===== src/rtl/uart_rx_framed.sv =====
// uart_rx_framed: UART receiver with 5..9 data bits, optional parity, 1/2 stop
// bits, start-glitch rejection, per-word error flags and a show-ahead FIFO.
// Ports: i_clock, i_reset (sync, high), i_rx serial line;
// o_data_valid/i_data_ready handshake for o_data, o_parity_error and
// o_framing_error; o_overrun drop pulse; o_busy receiver active.
module uart_rx_framed #(
  parameter int CLKS_PER_BIT = 5208,
  parameter int DATA_BITS    = 8,
  parameter int PARITY       = 0,
  parameter int STOP_BITS    = 1,
  parameter int FIFO_DEPTH   = 4
) (
  input  logic                 i_clock,
  input  logic                 i_reset,
  input  logic                 i_rx,
  output logic                 o_data_valid,
  input  logic                 i_data_ready,
  output logic [DATA_BITS-1:0] o_data,
  output logic                 o_parity_error,
  output logic                 o_framing_error,
  output logic                 o_overrun,
  output logic                 o_busy
);

  localparam int CW = $clog2(CLKS_PER_BIT);
  localparam int AW = $clog2(FIFO_DEPTH);
  localparam int PW = AW + 1;
  localparam int WW = DATA_BITS + 2;
  localparam logic [CW-1:0] HALF = CW'((CLKS_PER_BIT - 1) / 2);
  localparam logic [CW-1:0] LAST = CW'(CLKS_PER_BIT - 1);
  localparam logic [3:0] DLAST = 4'(DATA_BITS - 1);
  localparam logic SLAST = 1'(STOP_BITS - 1);

  typedef enum logic [2:0] {
    S_IDLE, S_START, S_DATA, S_PAR, S_STOP, S_BRK
  } state_t;

  state_t               state_q, state_d;
  logic [1:0]           sync_q, sync_d;
  logic [CW-1:0]        cnt_q, cnt_d;
  logic [3:0]           bit_q, bit_d;
  logic                 stop_q, stop_d;
  logic [DATA_BITS-1:0] shift_q, shift_d;
  logic                 pe_q, pe_d;
  logic                 fe_q, fe_d;
  logic                 push_q, push_d;
  logic [WW-1:0]        word_q, word_d;
  logic [PW-1:0]        wptr_q, wptr_d;
  logic [PW-1:0]        rptr_q, rptr_d;
  logic                 ovr_q, ovr_d;
  logic [WW-1:0]        mem_q [FIFO_DEPTH];

  logic          rx_s, tick, par_exp;
  logic          empty, full, pop, wr_en;
  logic [WW-1:0] head;

  assign rx_s = sync_q[1];
  assign tick = (cnt_q == LAST);
  assign par_exp = (PARITY == 1) ? ~(^shift_q) : ^shift_q;

  always_comb begin
    sync_d  = {sync_q[0], i_rx};
    state_d = state_q;
    cnt_d   = cnt_q + CW'(1);
    bit_d   = bit_q;
    stop_d  = stop_q;
    shift_d = shift_q;
    pe_d    = pe_q;
    fe_d    = fe_q;
    push_d  = 1'b0;
    word_d  = word_q;
    case (state_q)
      S_IDLE: begin
        cnt_d = '0;
        if (!rx_s) state_d = S_START;
      end
      S_START: begin
        if (cnt_q == HALF) begin
          cnt_d = '0;
          if (rx_s) begin
            state_d = S_IDLE;
          end else begin
            state_d = S_DATA;
            bit_d   = '0;
            stop_d  = 1'b0;
            pe_d    = 1'b0;
            fe_d    = 1'b0;
          end
        end
      end
      S_DATA: begin
        if (tick) begin
          cnt_d   = '0;
          shift_d = {rx_s, shift_q[DATA_BITS-1:1]};
          bit_d   = bit_q + 4'd1;
          if (bit_q == DLAST)
            state_d = (PARITY != 0) ? S_PAR : S_STOP;
        end
      end
      S_PAR: begin
        if (tick) begin
          cnt_d   = '0;
          pe_d    = rx_s ^ par_exp;
          state_d = S_STOP;
        end
      end
      S_STOP: begin
        if (tick) begin
          cnt_d  = '0;
          fe_d   = fe_q | ~rx_s;
          stop_d = stop_q + 1'b1;
          if (stop_q == SLAST) begin
            push_d = 1'b1;
            word_d = {fe_d, pe_q, shift_q};
            // A good stop bit re-arms at mid-bit so the next start edge is seen.
            state_d = fe_d ? S_BRK : S_IDLE;
          end
        end
      end
      S_BRK: begin
        cnt_d = '0;
        if (rx_s) state_d = S_IDLE;
      end
      default: state_d = S_IDLE;
    endcase
  end

  always_comb begin
    empty  = (wptr_q == rptr_q);
    full   = ((wptr_q - rptr_q) == PW'(FIFO_DEPTH));
    pop    = ~empty & i_data_ready;
    wr_en  = push_q & (~full | pop);
    ovr_d  = push_q & full & ~pop;
    wptr_d = wptr_q + PW'(wr_en);
    rptr_d = rptr_q + PW'(pop);
  end

  always_ff @(posedge i_clock) begin
    if (i_reset) begin
      state_q <= S_IDLE;
      sync_q  <= 2'b11;
      cnt_q   <= '0;
      bit_q   <= '0;
      stop_q  <= 1'b0;
      shift_q <= '0;
      pe_q    <= 1'b0;
      fe_q    <= 1'b0;
      push_q  <= 1'b0;
      word_q  <= '0;
      wptr_q  <= '0;
      rptr_q  <= '0;
      ovr_q   <= 1'b0;
    end else begin
      state_q <= state_d;
      sync_q  <= sync_d;
      cnt_q   <= cnt_d;
      bit_q   <= bit_d;
      stop_q  <= stop_d;
      shift_q <= shift_d;
      pe_q    <= pe_d;
      fe_q    <= fe_d;
      push_q  <= push_d;
      word_q  <= word_d;
      wptr_q  <= wptr_d;
      rptr_q  <= rptr_d;
      ovr_q   <= ovr_d;
    end
  end

  // Storage needs no reset: outputs are masked while the FIFO is empty.
  always_ff @(posedge i_clock) begin
    if (wr_en) mem_q[wptr_q[AW-1:0]] <= word_q;
  end

  assign head            = mem_q[rptr_q[AW-1:0]];
  assign o_data_valid    = ~empty;
  assign o_data          = empty ? '0 : head[DATA_BITS-1:0];
  assign o_parity_error  = ~empty & head[DATA_BITS];
  assign o_framing_error = ~empty & head[DATA_BITS+1];
  assign o_overrun       = ovr_q;
  assign o_busy          = (state_q != S_IDLE);

endmodule


===== config.mk =====
export PLATFORM = sky130hd
export DESIGN_NAME = uart_rx_framed
export DESIGN_NICKNAME = d
export VERILOG_FILES = /design/src/rtl/uart_rx_framed.sv
export SDC_FILE = /design/constraint.sdc
export NUM_CORES = 1
export LEC_CHECK = 0
export ABC_AREA = 1
export CAP_MARGIN = 5
export CORE_ASPECT_RATIO = 0.5
export CORE_UTILIZATION = 60
export CTS_CLUSTER_SIZE = 24
export DETAILED_ROUTE_END_ITERATION = 6
export PLACE_DENSITY_LB_ADDON = 0.1
export SLEW_MARGIN = 5
export SYNTH_ARGS = -nofsm -noshare
export SYNTH_HDL_FRONTEND = slang
export SYNTH_SLANG_ARGS = --single-unit

===== constraint.sdc =====
create_clock -name i_clock -period 3.4 [get_ports i_clock]
set_input_delay 0.85 -clock i_clock [delete_from_list [all_inputs] [get_ports i_clock]]
set_output_delay 0.85 -clock i_clock [all_outputs]
set_load 0.02 [all_outputs]

* Yosys cells after proc, flatten, opt, wreduce, memory -nomap -nowiden
Memories as Yosys holds them, arrays and structs flattened. A register that Yosys moved wholly into a read port is not among the register bits.
Index checks and enable logic that the tools add are counted.
** Operators by class
- Add/sub/neg operators :: 6
- Multiply operators :: 0
- Divide/modulo/power cells :: 0
- Magnitude comparators :: 0
- Equal/unequal tests :: 19
- Shift operators :: 0
- Multiplexer cells :: 31
- Bitwise logic cells :: 16
- Reduce and logical (&&, ||, !) cells :: 15
** Operators with widths (number)
- 13-bit case mux with 3 select lines :: 1
- 3-bit two-way mux :: 9
- 13-bit two-way mux :: 2
- 2-bit inequality test (second input constant) :: 9
- 3-bit case mux with 6 select lines :: 1
- 13-bit by 1-bit adder with 13-bit output (second input constant) :: 1
- 13-bit by 12-bit == test with 1-bit output (second input constant) :: 1
- 13-bit == test (second input constant) :: 1
- 4-bit two-way mux :: 3
- 4-bit AND reduction :: 3
- 3-bit == test (second input constant) :: 3
- 1-bit two-way mux :: 8
- 8-bit two-way mux :: 1
- 4-bit case mux with 2 select lines :: 1
- 8-bit AND reduction :: 1
- 8-bit parity :: 1
- 1-bit NOT :: 7
- 3-bit by 1-bit adder with 3-bit output :: 2
- 1-bit bitwise AND :: 6
- 3-bit by 2-bit == test with 1-bit output (second input constant) :: 2
- 1-bit case mux with 2 select lines :: 3
- 2-bit nonzero test :: 3
- 3-bit OR reduction :: 2
- 4-bit by 1-bit adder with 4-bit output (second input constant) :: 1
- other kinds (13) :: 15
** Storage, ports and cells
- Bits in registers :: 51
- Latch bits :: 0
- Bits in writable memories :: 40
- ROM bits :: 0
- Input port bits :: 4
- Output and inout port bits :: 13
- Logic and storage cells :: 101
- Memories :: 1
** Memory list
- mem_q :: depth 4, width 10, rd ports 1, clocked after Yosys merged registers in 1, write ports 1, RTL line 51 : logic [WW-1:0] mem_q [FIFO_DEPTH];

* Depth between registers and ports, before layout
- Word-level depth :: 7
- Gate-level depth with buffers :: 13
- Gate-level depth less buffers :: 12

* Least setup slack after synthesis
No wires, ideal clock.
- Path type :: register to output
- Start point :: register rptr_q[1]
- End point :: output port o_data[0]
- Arrival :: 1.753 ns
- Required time :: 2.550 ns
- Slack :: 0.797 ns
- Cell stages (with the launch flop) :: 8
- Path buffers :: 1
- Cells stage by stage :: dfxtp_1 inv_1 clkbuf_1 ha_1 nand2_1 or2_2 clkinv_1 a21oi_1
** On the way
- Cells in the longest elaborated chain, start to end :: 2
** RTL lines
- start, declared :: RTL line 49 : logic [PW-1:0] rptr_q, rptr_d;
- start signal, assigned :: RTL line 165 : rptr_q <= rptr_d;
- 3-bit == test :: RTL line 129 : empty = (wptr_q == rptr_q);
- 8-bit two-way mux :: RTL line 177 : assign o_data = empty ? '0 : head[DATA_BITS-1:0];
- end, declared :: RTL line 18 : output logic [DATA_BITS-1:0] o_data,
No other way between the ends.

* Final worst setup path
- Start point :: register rptr_q[0]
- End point :: output port o_data[2]
The elaborated chain is that of the path after synthesis.

==> run_results.csv <==
group,metric,value,unit
power_and_ir_drop,power,2.66,mW
yosys,seq_area_frac_synth,54.6,%
clocking,htreeDepth,3,
floorplanning,fp.dieW,118,um
job,drv_cap,0,
sta,setup_tns,0,ns
sta,skew,0.00975,ns
route,wirelength,7650,um
yosys,synth-seq-cells,91,
critical_path,cp_max_fo,22,
route,vias,3105,
sta,max-slew-margin-rel,62.3,%
floorplanning,start_util,64.5,%
final_layout,syn2layout_area_growth,14.5,%
power_and_ir_drop,power_density,570,mW/mm^2
clocking,cts.clk_slew.worst_paths,0.06,ns
floorplanning,ios,17,
sta,setup_viol,0,
placed_design,gp_congestion,0.949,
placed_design,dp.cells,565,
sta,tightest_slew,0.564,ns
critical_path,path_buf_inv,3,
final_layout,diodes,0,
critical_path,worstPathArrival,2.33,ns
yosys,syn_nets,479,
floorplanning,rows,20,
placed_design,dpl_cell_area,0.00432,sq mm
clocking,cts_buffer_depth,2,
critical_path,required,2.55,ns
route,viasPerCell,5.33,
yosys,syn_inst,467,
placed_design,io_buffers,16,
critical_path,cp_slowest_cell,"clkdlybuf4s50_1",
final_layout,final_cell_mix,"85 x nor2_1, 70 x nand2_1, 51 x dfxtp_1",
yosys,synth_top_cell_area_share,29.5,%
sta,finalMaxSlewViolations,0,
critical_path,cp_top_family,"buffers and inverters",
route,drt-wirelength-per-cell,13.1,um
clocking,cts_tree,"yes",
final_layout,final_cells,583,
yosys,synth_cell_types,31,
clocking,root_buffer,"clkbuf_16",
floorplanning,fp.coreArea,0.00631,sq mm
power_and_ir_drop,ir_worst_vdd,366,uV
clocking,cts.sinks,91,
route,ant_nets,0,
global_route,grt_pass1_wl,12900,um
critical_path,cp-startpoint,"rptr_q[0]",
route,drc,0,
sta,fmax,314,MHz
yosys,synthTopCellsByArea,"edfxtp_1 30%, dfxtp_1 25%, nor2_1 7.8%",
final_layout,drive_gt1_share,12.9,%
critical_path,worstSetupPathType,"reg2out",
clocking,clk_latency,0.34,ns
critical_path,slowest_delay,0.63,ns
yosys,synth_area_leader_cell,"edfxtp_1",
critical_path,r2r_start,"rptr_q[1]",
placed_design,hpwl,5070,um
global_route,antenna_found_initial,0,
yosys,avgSynthCellArea,8.72,sq um
critical_path,r2r_slack,1.07,ns
global_route,grt_pass1_vias,2889,
yosys,synth_edf_count,40,
critical_path,crit_chain,"buf_4, inv_1, o21ai_0, a21oi_1, clkdlybuf4s50_1",
final_layout,postLayoutCellArea,0.00466,sq mm
hold_path,min_from,"sync_q[0]",
global_route,grtUsageTotal,23.8,%
floorplanning,die_h,60.2,um
global_route,grt_max_degree,27,
hold_path,hold_path.class,"reg2reg",
sta,hold_viol,0,
yosys,synth_flop_cell,"dfxtp_1",
run_status,status,"complete, no violations",
final_layout,fin_util,73.9,%
sta,finalCritPeriodShare,93.6,%
sta,rsz0062_at_grt,"no",
critical_path,worstSetupEndpointType,"output port",
final_layout,fin_nets,502,
critical_path,start_kind,"register",
route,first_pass_iters,7,
yosys,ys_async_sr_fraction,0,%
sta,fin_crit,3.18,ns
yosys,syn-cell-area,0.00407,sq mm
clocking,numCtsBuffers,9,
power_and_ir_drop,leakagePower,1.87,nW
yosys,ys_warn_count,0,
route,drt_iter0_drc,270,
final_layout,final_common_cell,"nor2_1",
floorplanning,die-area,0.00714,sq mm
global_route,overflow,0,
-- where the power goes --
part	internal, mW	switching [mW]
registers	1.16	0.0285
logic	0.139	0.283
clock network	0.648	0.400
total	1.94	0.711
-- per-layer routing --
layer	part of all wire (%)	vias up	GRT usage (%)
met5	0	-	0
met4	0.29	0	6.87
met3	4.7	4	7.06
met2	49	91	42.9
met1	47	1440	28.4
li1	-	1570	-
-- logic make-up after synthesis --
| kind of cell | count (synthesis) | synth area share (%) |
|---|---|---|
| adder cells (fa/ha/maj) | 8 | 2.46 |
| buffers and inverters | 69 | 6.86 |
| AND/OR/NAND/NOR | 207 | 22.3 |
| AO/OA/AOI/OAI | 79 | 11.0 |
| flip-flops | 91 | 54.6 |
| XOR/XNOR | 13 | 2.80 |
-- worst register-to-register path, delay by kind of cell (launching register included) --
kind	cells	cell delay (ns)
buffers and inverters	2	0.18
DFF	1	0.37
and+or+nand+nor	6	0.84
adders and majority gates	3	0.68
xor gates and xnor gates	1	0.15
-- through the flow --
step | hold WS (ns) | setup WS, ns
2_1_floorplan | 0.389 | 0.797
3_3_place_gp | 0.396 | 0.410
3_5_place_dp | 0.411 | 0.296
4_1_cts | 0.423 | 0.0998
5_1_grt | 0.446 | 0.0451
6_report | 0.422 | 0.219
-- state kept, by name, indices dropped and copies added (netlist names), 2 cells and up --
register and count:
word_q 10, rptr_q 3, bit_q 4, sync_q 2, wptr_q 3, mem_q 40
state_q 3, shift_q 8, cnt_q 13
-- path summary, 6_finish.rpt --
check / to / depth (start not counted)
setup / recovery: o_data[2] / 5
hold / removal: sync_q[1] / 1
setup reg to reg: wptr_q[2] / 12
hold reg to reg: sync_q[1] / 1
-- what timing repair did --
action                                  CTS  global route
gates cloned                              0             0
hold buffers                              0             0
gates resized for setup                   1             1
endpoints found under the setup margin   10             2
buffers inserted                          0             2
-- cells in the mapped netlist, types with 4 or more instances --
| cell type | n |
|---|---|
| dfxtp_1 | 51 |
| nand3_1 | 15 |
| o21ai_0 | 32 |
| nand2_2 | 4 |
| a21oi_1 | 26 |
| xor2_1 | 11 |
| edfxtp_1 | 40 |
| a21oi_2 | 10 |
| inv_2 | 11 |
| nor2_2 | 4 |
| nand2_1 | 70 |
| clkbuf_1 | 8 |
| ha_1 | 8 |
| nor3_1 | 11 |
| o21ai_1 | 9 |
| inv_1 | 44 |
| nand4_1 | 7 |
| nor2_1 | 85 |
-- area by class of cell --
cell class                 count  area (sq um)
clock buffer                  11           233
clock inverter                 5          85.1
fill                         478          1640
inverter                      56           215
multi-input combinational    307          1570
sequential                    91          2220
tap                           88           110
timing repair buffer          25           228
No activity file was read; power rests on OpenSTA's default activity.
